**src/rtl/descheduler.sv**
```systemverilog
// -----------------------------------------------------------------------------
// descheduler
//
// Turns a serialized word stream back into frames of four parallel lanes.
// A word flagged with sof_in is lane 0. It and the next three non-sof words are
// gathered, then presented together on r0..r3. valid_out pulses for one cycle
// each time r0..r3 are loaded.
//
// Optional feature (macro DESCHEDULER_FRAME_ERR_EN):
//   If defined, frame_err pulses for one cycle after each truncated frame
//   (a sof word arrives mid-frame) and after each non-sof word dropped while
//   unaligned. If undefined, the port and its logic are absent.
//
// Parameters:
//   DATA_WIDTH  width of each data word
//   OUTPUTS     lanes per frame (only 4 is supported)
//
// Ports:
//   clk        rising-edge clock
//   rst        asynchronous, active-high reset
//   data_in    serialized word stream
//   valid_in   data_in carries a word this cycle; low stalls everything
//   sof_in     current word is lane 0 of a frame
//   r0..r3     registered de-serialized lanes 0..3
//   valid_out  one-cycle pulse when r0..r3 update
//   frame_err  one-cycle framing error pulse (macro-enabled only)
// -----------------------------------------------------------------------------
module descheduler #(
  parameter int DATA_WIDTH = 16,
  parameter int OUTPUTS    = 4
) (
  input  logic                  clk,
  input  logic                  rst,
  input  logic [DATA_WIDTH-1:0] data_in,
  input  logic                  valid_in,
  input  logic                  sof_in,
  output logic [DATA_WIDTH-1:0] r0,
  output logic [DATA_WIDTH-1:0] r1,
  output logic [DATA_WIDTH-1:0] r2,
  output logic [DATA_WIDTH-1:0] r3,
`ifdef DESCHEDULER_FRAME_ERR_EN
  output logic                  valid_out,
  output logic                  frame_err
`else
  output logic                  valid_out
`endif
);

  localparam int CTR_W = $clog2(OUTPUTS);
  localparam logic [CTR_W-1:0] LAST_LANE = CTR_W'(OUTPUTS - 1);

  typedef enum logic {
    HUNT,
    COLLECT
  } state_t;

  state_t           state, next_state;
  logic [CTR_W-1:0] ctr;
  logic [DATA_WIDTH-1:0] s0, s1, s2;

  // One-hot per cycle: which action the current word triggers.
  logic take_sof;   // word is lane 0: restart frame in s0
  logic take_mid;   // word is lane 1 or 2: store in s[ctr]
  logic complete;   // word is lane 3: publish frame
`ifdef DESCHEDULER_FRAME_ERR_EN
  logic err;
`endif

  // NOTE: every signal assigned in always_comb gets a default first, so no
  // path leaves it unassigned and no latch is inferred.
  always_comb begin
    next_state = state;
    take_sof   = 1'b0;
    take_mid   = 1'b0;
    complete   = 1'b0;
`ifdef DESCHEDULER_FRAME_ERR_EN
    err        = 1'b0;
`endif
    if (valid_in) begin
      unique case (state)
        HUNT: begin
          if (sof_in) begin
            take_sof   = 1'b1;
            next_state = COLLECT;
          end else begin
`ifdef DESCHEDULER_FRAME_ERR_EN
            err = 1'b1;   // dropped while unaligned
`endif
          end
        end
        COLLECT: begin
          if (sof_in) begin
            // Truncated frame: the partial frame is abandoned. It is never
            // published, because r0..r3 load only on completion.
            take_sof = 1'b1;
`ifdef DESCHEDULER_FRAME_ERR_EN
            err      = 1'b1;
`endif
          end else if (ctr == LAST_LANE) begin
            complete   = 1'b1;
            next_state = HUNT;
          end else begin
            take_mid = 1'b1;
          end
        end
        default: next_state = HUNT;
      endcase
    end
  end

  // NOTE: sequential state uses non-blocking assignments only, so every
  // register samples pre-edge values regardless of statement order.
  always_ff @(posedge clk or posedge rst) begin
    if (rst) state <= HUNT;
    else     state <= next_state;
  end

  // NOTE: the shadow registers are reset like the control state. After reset
  // they read zero, so a frame abandoned by reset leaves nothing behind.
  always_ff @(posedge clk or posedge rst) begin
    if (rst) begin
      ctr       <= '0;
      s0        <= '0;
      s1        <= '0;
      s2        <= '0;
      r0        <= '0;
      r1        <= '0;
      r2        <= '0;
      r3        <= '0;
      valid_out <= 1'b0;
`ifdef DESCHEDULER_FRAME_ERR_EN
      frame_err <= 1'b0;
`endif
    end else begin
      valid_out <= complete;
`ifdef DESCHEDULER_FRAME_ERR_EN
      frame_err <= err;
`endif
      if (take_sof) begin
        s0  <= data_in;
        ctr <= CTR_W'(1);
      end else if (take_mid) begin
        if (ctr == CTR_W'(1)) s1 <= data_in;
        else                  s2 <= data_in;
        ctr <= ctr + CTR_W'(1);
      end else if (complete) begin
        // Lane 3 goes straight to r3 on the same edge that publishes the
        // frame, so no extra cycle of latency is added.
        r0  <= s0;
        r1  <= s1;
        r2  <= s2;
        r3  <= data_in;
        ctr <= '0;
      end
    end
  end

endmodule

```
**config.mk**
```make
export PLATFORM = sky130hd
export DESIGN_NAME = descheduler
export DESIGN_NICKNAME = d
export VERILOG_FILES = /design/src/rtl/descheduler.sv
export SDC_FILE = /design/constraint.sdc
export NUM_CORES = 1
export LEC_CHECK = 0
export BUFFER_PORTS_ARGS = -buffer_cell sky130_fd_sc_hd__buf_2
export CAP_MARGIN = 20
export CORE_MARGIN = 2
export CORE_UTILIZATION = 49
export CTS_BUF_LIST = sky130_fd_sc_hd__clkbuf_16
export DETAILED_ROUTE_END_ITERATION = 10
export PLACE_DENSITY = 0.72
export SKIP_CTS_REPAIR_TIMING = 1
export SYNTH_ARGS = -nofsm -noshare
export SYNTH_HDL_FRONTEND = slang
export SYNTH_SLANG_ARGS = --single-unit
```
**constraint.sdc**
```tcl
create_clock -name clk -period 6.3 [get_ports clk]
set_input_delay 0.63 -clock clk [delete_from_list [all_inputs] [get_ports clk]]
set_output_delay 0.63 -clock clk [all_outputs]
set_load 0.05 [all_outputs]
```
==> out/metrics.cfg, run 1 <==
[synth]
synth-edff-count=0
synth_cell_type_count=18
ys_async_sr_fraction_pct=100
netlist_area_um2=4370
ys_warn_count=0
synth.most_common_cell=dfrtp_1
synthFlopType=dfrtp_1
synthTopCellsByCount=dfrtp_1 (116), mux2_2 (112), buf_2 (8), inv_1 (4), nand2_1 (4)
ys_ff_latch=116
yosys.area.top_type=dfrtp_1
synth_cells=259
synth_top_area_share_pct=66.4
synthTopCellsByArea=dfrtp_1 (66%), mux2_2 (29%), buf_2 (0.92%)
avgSynthCellArea_um2=16.9
ys_seq_area_share_pct=66.4
syn_nets=281

[finish]
areaGrowthSynthToFinish_pct=25.3
antenna-diode-count=0
layout.nets=376
final_area_um2=5480
drive_above_1_share_pct=62.4
n_fill_cell=680

[die]
io_pins=85
core_area_um2=8680
die_x_um=98.4
start_util_pct=50.4
die-area_um2=9690
die_h_um=98.4
std_cell_rows=34

[sta]
max_freq_mhz=445
min_period_over_period_pct=35.6
clock_skew_ns=0.00685
setup_viol=0
fin_crit_ns=2.25
rsz0062_at_grt=no
fin_setup_tns_ns=0
hold_violations=0
tightest_slew_ns=0.938
drv_slew=0
slew-limit-headroom_pct=37.4

[clock_network]
cts_sinks=116
clock_latency_ns=0.40
clk_pin_slew_ns=0.05
cts_tree=built
cts_max_level=4
cts_buffer_depth=2
cts_buffers=17
clock-root-buffer=clkbuf_16

[worst_setup_path]
cp_slowest_stage_delay_ns=0.76
timing.critical_path.to_type=register
crit_fanout=65
cp.required_ns=6.58
r2r_start=ctr[0]
cp-start-kind=register
crit_buf_inv=0
path_class=register to register
path_delay_family=simple AND/OR/NAND/NOR gates
crit_start=ctr[0]
crit_slowest_cell=nand3_4
cp.arrival_ns=2.52
crit_path_cell_trace=ha_1 > nand3_4 > mux2_2

[global_routing]
grt_max_degree=66
antenna_found_initial=0
grt_overflow=0
grt_pass1_vias=2583
grt_use_total_pct=17.4
grt_pass1_wl_mm=12.9

[route]
wl_per_cell_um=16.6
ant_nets=0
drtIter0Drc=74
num_vias=2412
drc_errors=0
vias_per_cell=5.08
routed_wl_mm=7.88
first_pass_iters=3

[placed_design]
portBuffers=84
gp_congestion=0.698
hpwl_mm=4.74
placed_area_um2=4900

[job]
maxCapViolations=0

[status]
status=completed

[hold_path]
hp-class=input pin to async pin

## cell families after synthesis
family                   Yosys count  share of synthesized area [%]
flip-flops                       116                           66.4
AND/OR/NAND/NOR                   11                           2.06
buffers and inverters             14                           1.60
multiplexers                     112                           28.9
adder cells (fa/ha/maj)            2                          0.572
AO/OA/AOI/OAI                      4                          0.487
## stage by stage
step                      instances  setup WS (ns)  util, %  hold WS, ns
after global placement          443           3.82     56.5        0.481
after floorplan                 259           2.60        -        0.475
after detailed placement        443           3.79     56.5        0.487
after global routing            475           3.88     63.1        0.369
final                           475           4.05     63.1        0.314
after CTS                       475           4.00     63.1        0.332
## layer usage
metal | vias to the layer above | part of all wire, % | global-route usage, %
met5 | - | 0 | 0
met4 | 0 | 1.0 | 7.59
met3 | 8 | 4.4 | 5.32
met2 | 48 | 51 | 27.4
met1 | 1242 | 44 | 22.5
li1 | 1114 | - | -
## placed cells by master (no fill, tap or decap)
cell type,Yosys,layout
bufinv_16,0,3
inv_1,4,6
nand4b_2,1,1
nor4bb_1,1,1
nor3b_1,1,1
and2_1,1,1
ha_1,2,2
o21ai_0,2,2
buf_2,8,84
clkbuf_16,0,17
clkinv_2,0,5
nor4b_4,1,1
clkinv_1,0,2
o22ai_1,1,1
inv_4,0,1
dfrtp_1,116,116
buf_4,0,2
a21oi_1,1,1
clkinvlp_4,0,2
nand2_1,4,4
nand3_4,0,1
mux2_2,112,112
and2b_1,1,1
## worst register-to-register path: stages (launching register included)
cell	delay, ns
dfrtp_1	0.39
ha_1	0.37
nand3_4	0.77
mux2_2	0.60
## state kept, by name, indices dropped and copies added (netlist names)
| register | count |
|---|---|
| state | 1 |
| r1 | 16 |
| s2 | 16 |
| ctr | 2 |
| r0 | 16 |
| r2 | 16 |
| r3 | 16 |
| valid_out | 1 |
| s1 | 16 |
| s0 | 16 |
## cell type report
type                       instances  area (um2)  share of cell area, %
clock buffer                      17         425                   7.77
clock inverter                    15         149                   2.72
inverter                           4        17.5                  0.320
multi-input combinational        129        1410                   25.8
sequential                       116        2900                   53.0
tap                              108         135                   2.47
timing repair buffer              86         435                   7.95
## path summary, 6_finish.rpt
check                      slack (ns)  cells after the start      to
setup / recovery                 4.05                      3   r1[6]
hold / removal                   0.31                      2  r3[13]
setup reg to reg                 4.05                      3   r1[6]
hold reg to reg                  0.50                      1  r3[11]
max in group asynchronous        4.73                      3  ctr[1]
min in group clk                 0.46                      2  ctr[1]
Power of run 1 is left out: the tool's default activity adds up to more than one toggle a clock period on the data nets, which glitch-free logic cannot reach.
==> run 2: changes to the inputs <==
--- a/config.mk
+++ b/config.mk
@@ -11,7 +11,7 @@
 export CORE_UTILIZATION = 49
 export CTS_BUF_LIST = sky130_fd_sc_hd__clkbuf_16
 export DETAILED_ROUTE_END_ITERATION = 10
-export PLACE_DENSITY = 0.72
+export PLACE_DENSITY = 0.75
 export SKIP_CTS_REPAIR_TIMING = 1
 export SYNTH_ARGS = -nofsm -noshare
 export SYNTH_HDL_FRONTEND = slang
==> constraint.sdc (replaced) <==
create_clock -name clk -period 1.9 [get_ports clk]
set_input_delay 0.19 -clock clk [delete_from_list [all_inputs] [get_ports clk]]
set_output_delay 0.19 -clock clk [all_outputs]
set_load 0.05 [all_outputs]
==> run 2 against run 1 <==
- first-iteration DRC count is 4.1% higher
- wire length is 0.19% lower
- maximum frequency grew 31%
- sequential share of layout area fell by 1.9 points
- flip-flop and latch count did not move
- global-route usage is 0.22 points higher
- setup slack worse by 3.9 ns
==> out/metrics.cfg, run 2 (synthesis gave the netlist of run 1 again) <==
[die]
die_h_um=98.4  ; unchanged
die_x_um=98.4  ; unchanged
die-area_um2=9690  ; unchanged
core_area_um2=8680  ; unchanged
std_cell_rows=34  ; unchanged
start_util_pct=50.4  ; unchanged
io_pins=85  ; unchanged

[hold_path]
worstHoldStart=sof_in
worstHoldPathCells=2
min_to=ctr[1]
hp-class=input pin to register  ; was input pin to async pin

[global_routing]
grt_pass1_vias=2678  ; was 2583
grt_pass1_wl_mm=13.3  ; was 12.9 mm
antenna_found_initial=0  ; unchanged
grt_max_degree=68  ; was 66
grt_overflow=0  ; unchanged
grt_use_total_pct=17.6  ; was 17.4%

[worst_setup_path]
crit_fanout=6  ; was 65
path_class=register to register  ; unchanged
cp.arrival_ns=2.01  ; was 2.52 ns
cp-start-kind=register  ; unchanged
r2r_setup_slack_ns=0.18  ; was 4.05 ns
crit_buf_inv=1  ; was 0
path_delay_family=flip-flops  ; was simple AND/OR/NAND/NOR gates
worst_r2r_path_depth=4  ; was 3
crit_slowest_cell=dfrtp_1  ; was nand3_4
cp.depth=4  ; was 3
timing.critical_path.to_type=register  ; unchanged
r2r_start=ctr[0]  ; unchanged
r2r-end=s1[1]  ; was r1[6]
cp.required_ns=2.19  ; was 6.58 ns
cp_slowest_stage_delay_ns=0.41  ; was 0.76 ns
crit_path_cell_trace=ha_1 > nand4b_2 > buf_4 > mux2_2  ; was ha_1 > nand3_4 > mux2_2

[finish]
antenna-diode-count=0  ; unchanged
drive_above_1_share_pct=63.8  ; was 62.4%
areaGrowthSynthToFinish_pct=30.0  ; was 25.3%
mostFrequentLayoutCell=dfrtp_1  ; unchanged
layout.nets=385  ; was 376
n_fill_cell=626  ; was 680
fin_cells=484  ; was 475
final_cell_mix=dfrtp_1 (116), mux2_2 (112), buf_2 (84), clkbuf_16 (17)  ; was dfrtp_1 (116), mux2_2 (112), buf_2 (84), clkbuf_16 (17), inv_1 (6)

[route]
drc_errors=0  ; unchanged
routed_wl_mm=7.86  ; was 7.88 mm
ant_nets=0  ; unchanged
wl_per_cell_um=16.2  ; was 16.6 um
drtIter0Drc=77  ; was 74
num_vias=2498  ; was 2412
vias_per_cell=5.16  ; was 5.08
first_pass_iters=5  ; was 3

[sta]
max_freq_mhz=581  ; was 445 MHz
tightest_slew_ns=0.594  ; was 0.938 ns
slew-limit-headroom_pct=60.4  ; was 37.4%
min_period_over_period_pct=90.5  ; was 35.6%
drv_slew=0  ; unchanged
hold_violations=0  ; unchanged
fin_crit_ns=1.72  ; was 2.25 ns
rsz0062_at_grt=no  ; unchanged
setup_viol=0  ; unchanged
fin_setup_tns_ns=0  ; unchanged
clock_skew_ns=0.0131  ; was 0.00685 ns

[job]
maxCapViolations=0  ; unchanged

[clock_network]
cts_sinks=116  ; unchanged
clock_latency_ns=0.41  ; was 0.40 ns
cts_max_level=4  ; unchanged
clk_pin_slew_ns=0.05  ; about the same
cts_buffer_depth=2  ; unchanged
clock-root-buffer=clkbuf_16  ; unchanged
cts_buffers=17  ; unchanged
cts_tree=built  ; unchanged

[placed_design]
portBuffers=84  ; unchanged
gp_congestion=0.762  ; was 0.698
dp.cells=451  ; was 443
hpwl_mm=5.15  ; was 4.74 mm

[status]
status=completed  ; unchanged

run 2: changes by cell type in the layout (fill, tap and decap cells not counted), sizes merged:
cell and delta:
bufinv +3, inv -3, dlygate4sd3 +1, clkinvlp +1, clkinv -1, buf +8
run 2: cell type report:
class	instances	area (um2)	area share (%)
well taps	108	135	2.38
clock buffers	17	425	7.49
flip-flops and latches	116	2900	51.1
repair buffers	95	556	9.78
inverters	4	18.8	0.330
clock inverters	15	235	4.14
multi-input cells	129	1410	24.8
run 2: worst max path at each step:
stage               startpoint  endpoint  slack, ns
floorplan               ctr[0]     s2[0]       0.18
global placement        ctr[0]     s1[5]       0.23
detailed placement      ctr[0]     s1[3]       0.15
CTS                     ctr[0]     s1[3]       0.15
global route            ctr[0]     s1[3]       0.07
finish                  ctr[0]     s1[1]       0.18
run 2: stage by stage:
stage | util [%] | setup WS (ns) | hold slack [ns] | area, um2
3_5_place_dp | 57.8 | 0.152 | 0.329 | 5010
6_report | 65.5 | 0.180 | 0.0245 | 5680
5_1_grt | 65.5 | 0.0741 | 0.0176 | 5680
2_1_floorplan | - | 0.177 | 0.279 | 4370
3_3_place_gp | 57.8 | 0.227 | 0.324 | 5010
4_1_cts | 65.4 | 0.152 | -0.101 | 5670
run 2: per-layer routing:
metal / vias to the layer above / part of all wire [%] / track usage, %
met1: 1292 / 44 / 22.0
met5: - / 0 / 0
li1: 1137 / - / -
met2: 59 / 51 / 28.5
met3: 10 / 4.1 / 5.67
met4: 0 / 1.6 / 7.27
Power of run 2 is left out for the same reason.
==> run 3: changes to the inputs <==
--- a/config.mk
+++ b/config.mk
@@ -5,13 +5,15 @@
 export SDC_FILE = /design/constraint.sdc
 export NUM_CORES = 1
 export LEC_CHECK = 0
+export ABC_AREA = 1
 export BUFFER_PORTS_ARGS = -buffer_cell sky130_fd_sc_hd__buf_2
 export CAP_MARGIN = 20
 export CORE_MARGIN = 2
 export CORE_UTILIZATION = 49
 export CTS_BUF_LIST = sky130_fd_sc_hd__clkbuf_16
+export CTS_CLUSTER_SIZE = 24
 export DETAILED_ROUTE_END_ITERATION = 10
-export PLACE_DENSITY = 0.75
+export PLACE_DENSITY = 0.74
 export SKIP_CTS_REPAIR_TIMING = 1
 export SYNTH_ARGS = -nofsm -noshare
 export SYNTH_HDL_FRONTEND = slang
==> run 3 against run 2 <==
- wire length rose by 34%
- via count rose by 42%
- non-clock buffer count is 4 higher
- setup slack improved by 0.10 ns
- synthesized cell count grew 88%
- utilization down 3.7 points
- design area is 5.2% higher
- cell count rose by 49%
- global-route usage is 4.3 points higher
- first-iteration DRC count rose to 2.8 times the previous value
- critical endpoint is now r2[12]
==> out/metrics.cfg, run 3 <==
[status]
status=completed  ; unchanged

[job]
maxCapViolations=0  ; unchanged

[finish]
antenna-diode-count=0  ; unchanged
drive_above_1_share_pct=30.7  ; was 63.8%
areaGrowthSynthToFinish_pct=23.8  ; was 30.0%
mostFrequentLayoutCell=nand2_1  ; was dfrtp_1
layout.nets=600  ; was 385
final_cell_mix=nand2_1 (148), dfrtp_1 (116), buf_2 (84), inv_1 (68), o21ai_2 (50)  ; was dfrtp_1 (116), mux2_2 (112), buf_2 (84), clkbuf_16 (17)
final_area_um2=5980  ; was 5680 um2

[global_routing]
grt_use_total_pct=21.9  ; was 17.6%
antenna_found_initial=0  ; unchanged
grt_pass1_vias=3514  ; was 2678
grt_overflow=0  ; unchanged
grt_pass1_wl_mm=17.5  ; was 13.3 mm
grt_max_degree=41  ; was 68

[sta]
setup_viol=0  ; unchanged
max_freq_mhz=619  ; was 581 MHz
drv_slew=0  ; unchanged
rsz0062_at_grt=no  ; unchanged
tightest_slew_ns=0.599  ; was 0.594 ns
hold_violations=0  ; unchanged
final.setup.worst_slack_ns=0.285  ; was 0.180 ns
fin_crit_ns=1.61  ; was 1.72 ns
fin_setup_tns_ns=0  ; unchanged
slew-limit-headroom_pct=60.0  ; was 60.4%
min_period_over_period_pct=85.0  ; was 90.5%
clock_skew_ns=0.00601  ; was 0.0131 ns

[route]
vias_per_cell=4.90  ; was 5.16
first_pass_iters=4  ; was 5
routed_wl_mm=10.5  ; was 7.86 mm
num_vias=3545  ; was 2498
drc_errors=0  ; unchanged
wl_per_cell_um=14.6  ; was 16.2 um
ant_nets=0  ; unchanged
drtIter0Drc=218  ; was 77

[clock_network]
cts_sinks=116  ; unchanged
clk_pin_slew_ns=0.05  ; about the same
clock-root-buffer=clkbuf_16  ; unchanged
cts_buffers=17  ; unchanged
clock_latency_ns=0.41  ; about the same
cts_buffer_depth=2  ; unchanged
cts_max_level=4  ; unchanged
cts_tree=built  ; unchanged

[synth]
ys_ff_latch=116  ; unchanged
syn_nets=510  ; was 281
synthTopCellsByCount=nand2_1 (148), dfrtp_1 (116), inv_1 (69), o21ai_2 (50), nand4_1 (32)  ; was dfrtp_1 (116), mux2_2 (112), buf_2 (8), inv_1 (4), nand2_1 (4)
ys_seq_area_share_pct=60.1  ; was 66.4%
synth.most_common_cell=nand2_1  ; was dfrtp_1
synth_top_area_share_pct=60.1  ; was 66.4%
synth-edff-count=0  ; unchanged
yosys.area.top_type=dfrtp_1  ; unchanged
netlist_area_um2=4830  ; was 4370 um2
avgSynthCellArea_um2=9.90  ; was 16.9 um2
ys_warn_count=0  ; unchanged
synth_cells=488  ; was 259
synthTopCellsByArea=dfrtp_1 (60%), nand2_1 (11%), o21ai_2 (9.1%)  ; was dfrtp_1 (66%), mux2_2 (29%), buf_2 (0.92%)
synthFlopType=dfrtp_1  ; unchanged
synth_cell_type_count=20  ; was 18
ys_async_sr_fraction_pct=100  ; unchanged

[power]
power_frac_comb_pct=38.4
intPower_w=0.00653
p_seq_share_pct=34.8
p_sw_share_pct=43.2
irDropWorstVdd_mv=0.877
clkPwrFrac_pct=26.8
cellPowerDensity_nw_per_um2=1920
switching_power_w=0.00496
leakagePower_nw=3.23

[placed_design]
hpwl_mm=7.32  ; was 5.15 mm
gp_congestion=0.808  ; was 0.762
pre_cts_ws_ns=0.326  ; was 0.152 ns
portBuffers=84  ; unchanged
placed_area_um2=5400  ; was 5010 um2

[die]
die_x_um=103  ; was 98.4 um
std_cell_rows=36  ; was 34
io_pins=85  ; unchanged
start_util_pct=49.9  ; was 50.4%
die-area_um2=10700  ; was 9690 um2
die_h_um=103  ; was 98.4 um
core_area_um2=9680  ; was 8680 um2

[worst_setup_path]
timing.critical_path.to_type=register  ; unchanged
cp.arrival_ns=1.91  ; was 2.01 ns
cp.required_ns=2.19  ; about the same
crit_fanout=40  ; was 6
path_class=register to register  ; unchanged
cp-start-kind=register  ; unchanged

[hold_path]
hp-class=input pin to register  ; unchanged

run 3: changes by cell type after synthesis, sizes merged, moves of 2 or more:
cell / change
nand4: +32
nand2: +146
nor2: +2
inv: +66
mux2: -112
clkbuf: +5
o21ai: +80
buf: +13
nand3: +2
run 3: layout make-up:
cell class              instances  area [um2]
flip-flops and latches        116        2900
multi-input cells             273        1450
well taps                     133         166
clock inverters                14         144
repair buffers                 99         623
clock buffers                  17         425
fillers                       808        3700
inverters                      71         273
run 3: path summary, 6_finish.rpt:
path | start | cells after the start | to | slack (ns)
worst max-delay path | ctr[0] | 7 | r2[12] | 0.29
worst min-delay path | valid_in | 2 | state | 0.02
max in group asynchronous | rst | 4 | s1[1] | 0.91
worst min register to register | s1[6] | 2 | s1[6] | 0.47
min in group asynchronous | rst | 3 | r0[1] | 0.40
worst max register to register | ctr[0] | 7 | r2[12] | 0.29
run 3: per-stage QoR:
step	hold WS (ns)	utilization [%]	std cells	total power, W
after floorplan	0.276	-	488	0.00739
after global placement	0.293	55.8	691	0.00835
after detailed placement	0.299	55.8	691	0.00845
after CTS	-0.131	61.7	722	0.0116
after global routing	0.0311	61.8	723	0.0121
final	0.0152	61.8	723	0.0115
run 3: cells by family (layout without fill, tap and decap cells):
logic type      after synthesis  count (layout)  share of synthesized area, %
flops                       116             116                          60.1
simple gates                187             187                          16.7
fa+ha+maj                     2               2                         0.518
buf+inv                      99             201                          10.1
compound gates               84              84                          12.6
run 3: power by group through the flow:
stage | Clock [W] | Sequential [W] | Combinational, W
2_1_floorplan | 0 | 0.00598 | 0.00141
3_3_place_gp | 0 | 0.00401 | 0.00434
3_5_place_dp | 0 | 0.00402 | 0.00443
4_1_cts | 0.00311 | 0.00400 | 0.00446
5_1_grt | 0.00323 | 0.00411 | 0.00478
6_report | 0.00308 | 0.00399 | 0.00442
run 3: worst max-delay path: stages, from the launching register on:
cell and delay (ns):
dfrtp_1 0.39, ha_1 0.23, inv_1 0.05, nor2_1 0.20, nand2_4 0.21, buf_12 0.24, nand2_1 0.10, o21ai_2 0.05
run 3: routing by layer:
layer	global-route usage, %	share of wire, %
met1	27.5	43
met2	34.3	48
met3	7.26	5.0
met4	10.7	3.2
met5	0	0
Power figures use the tool's default switching activity.
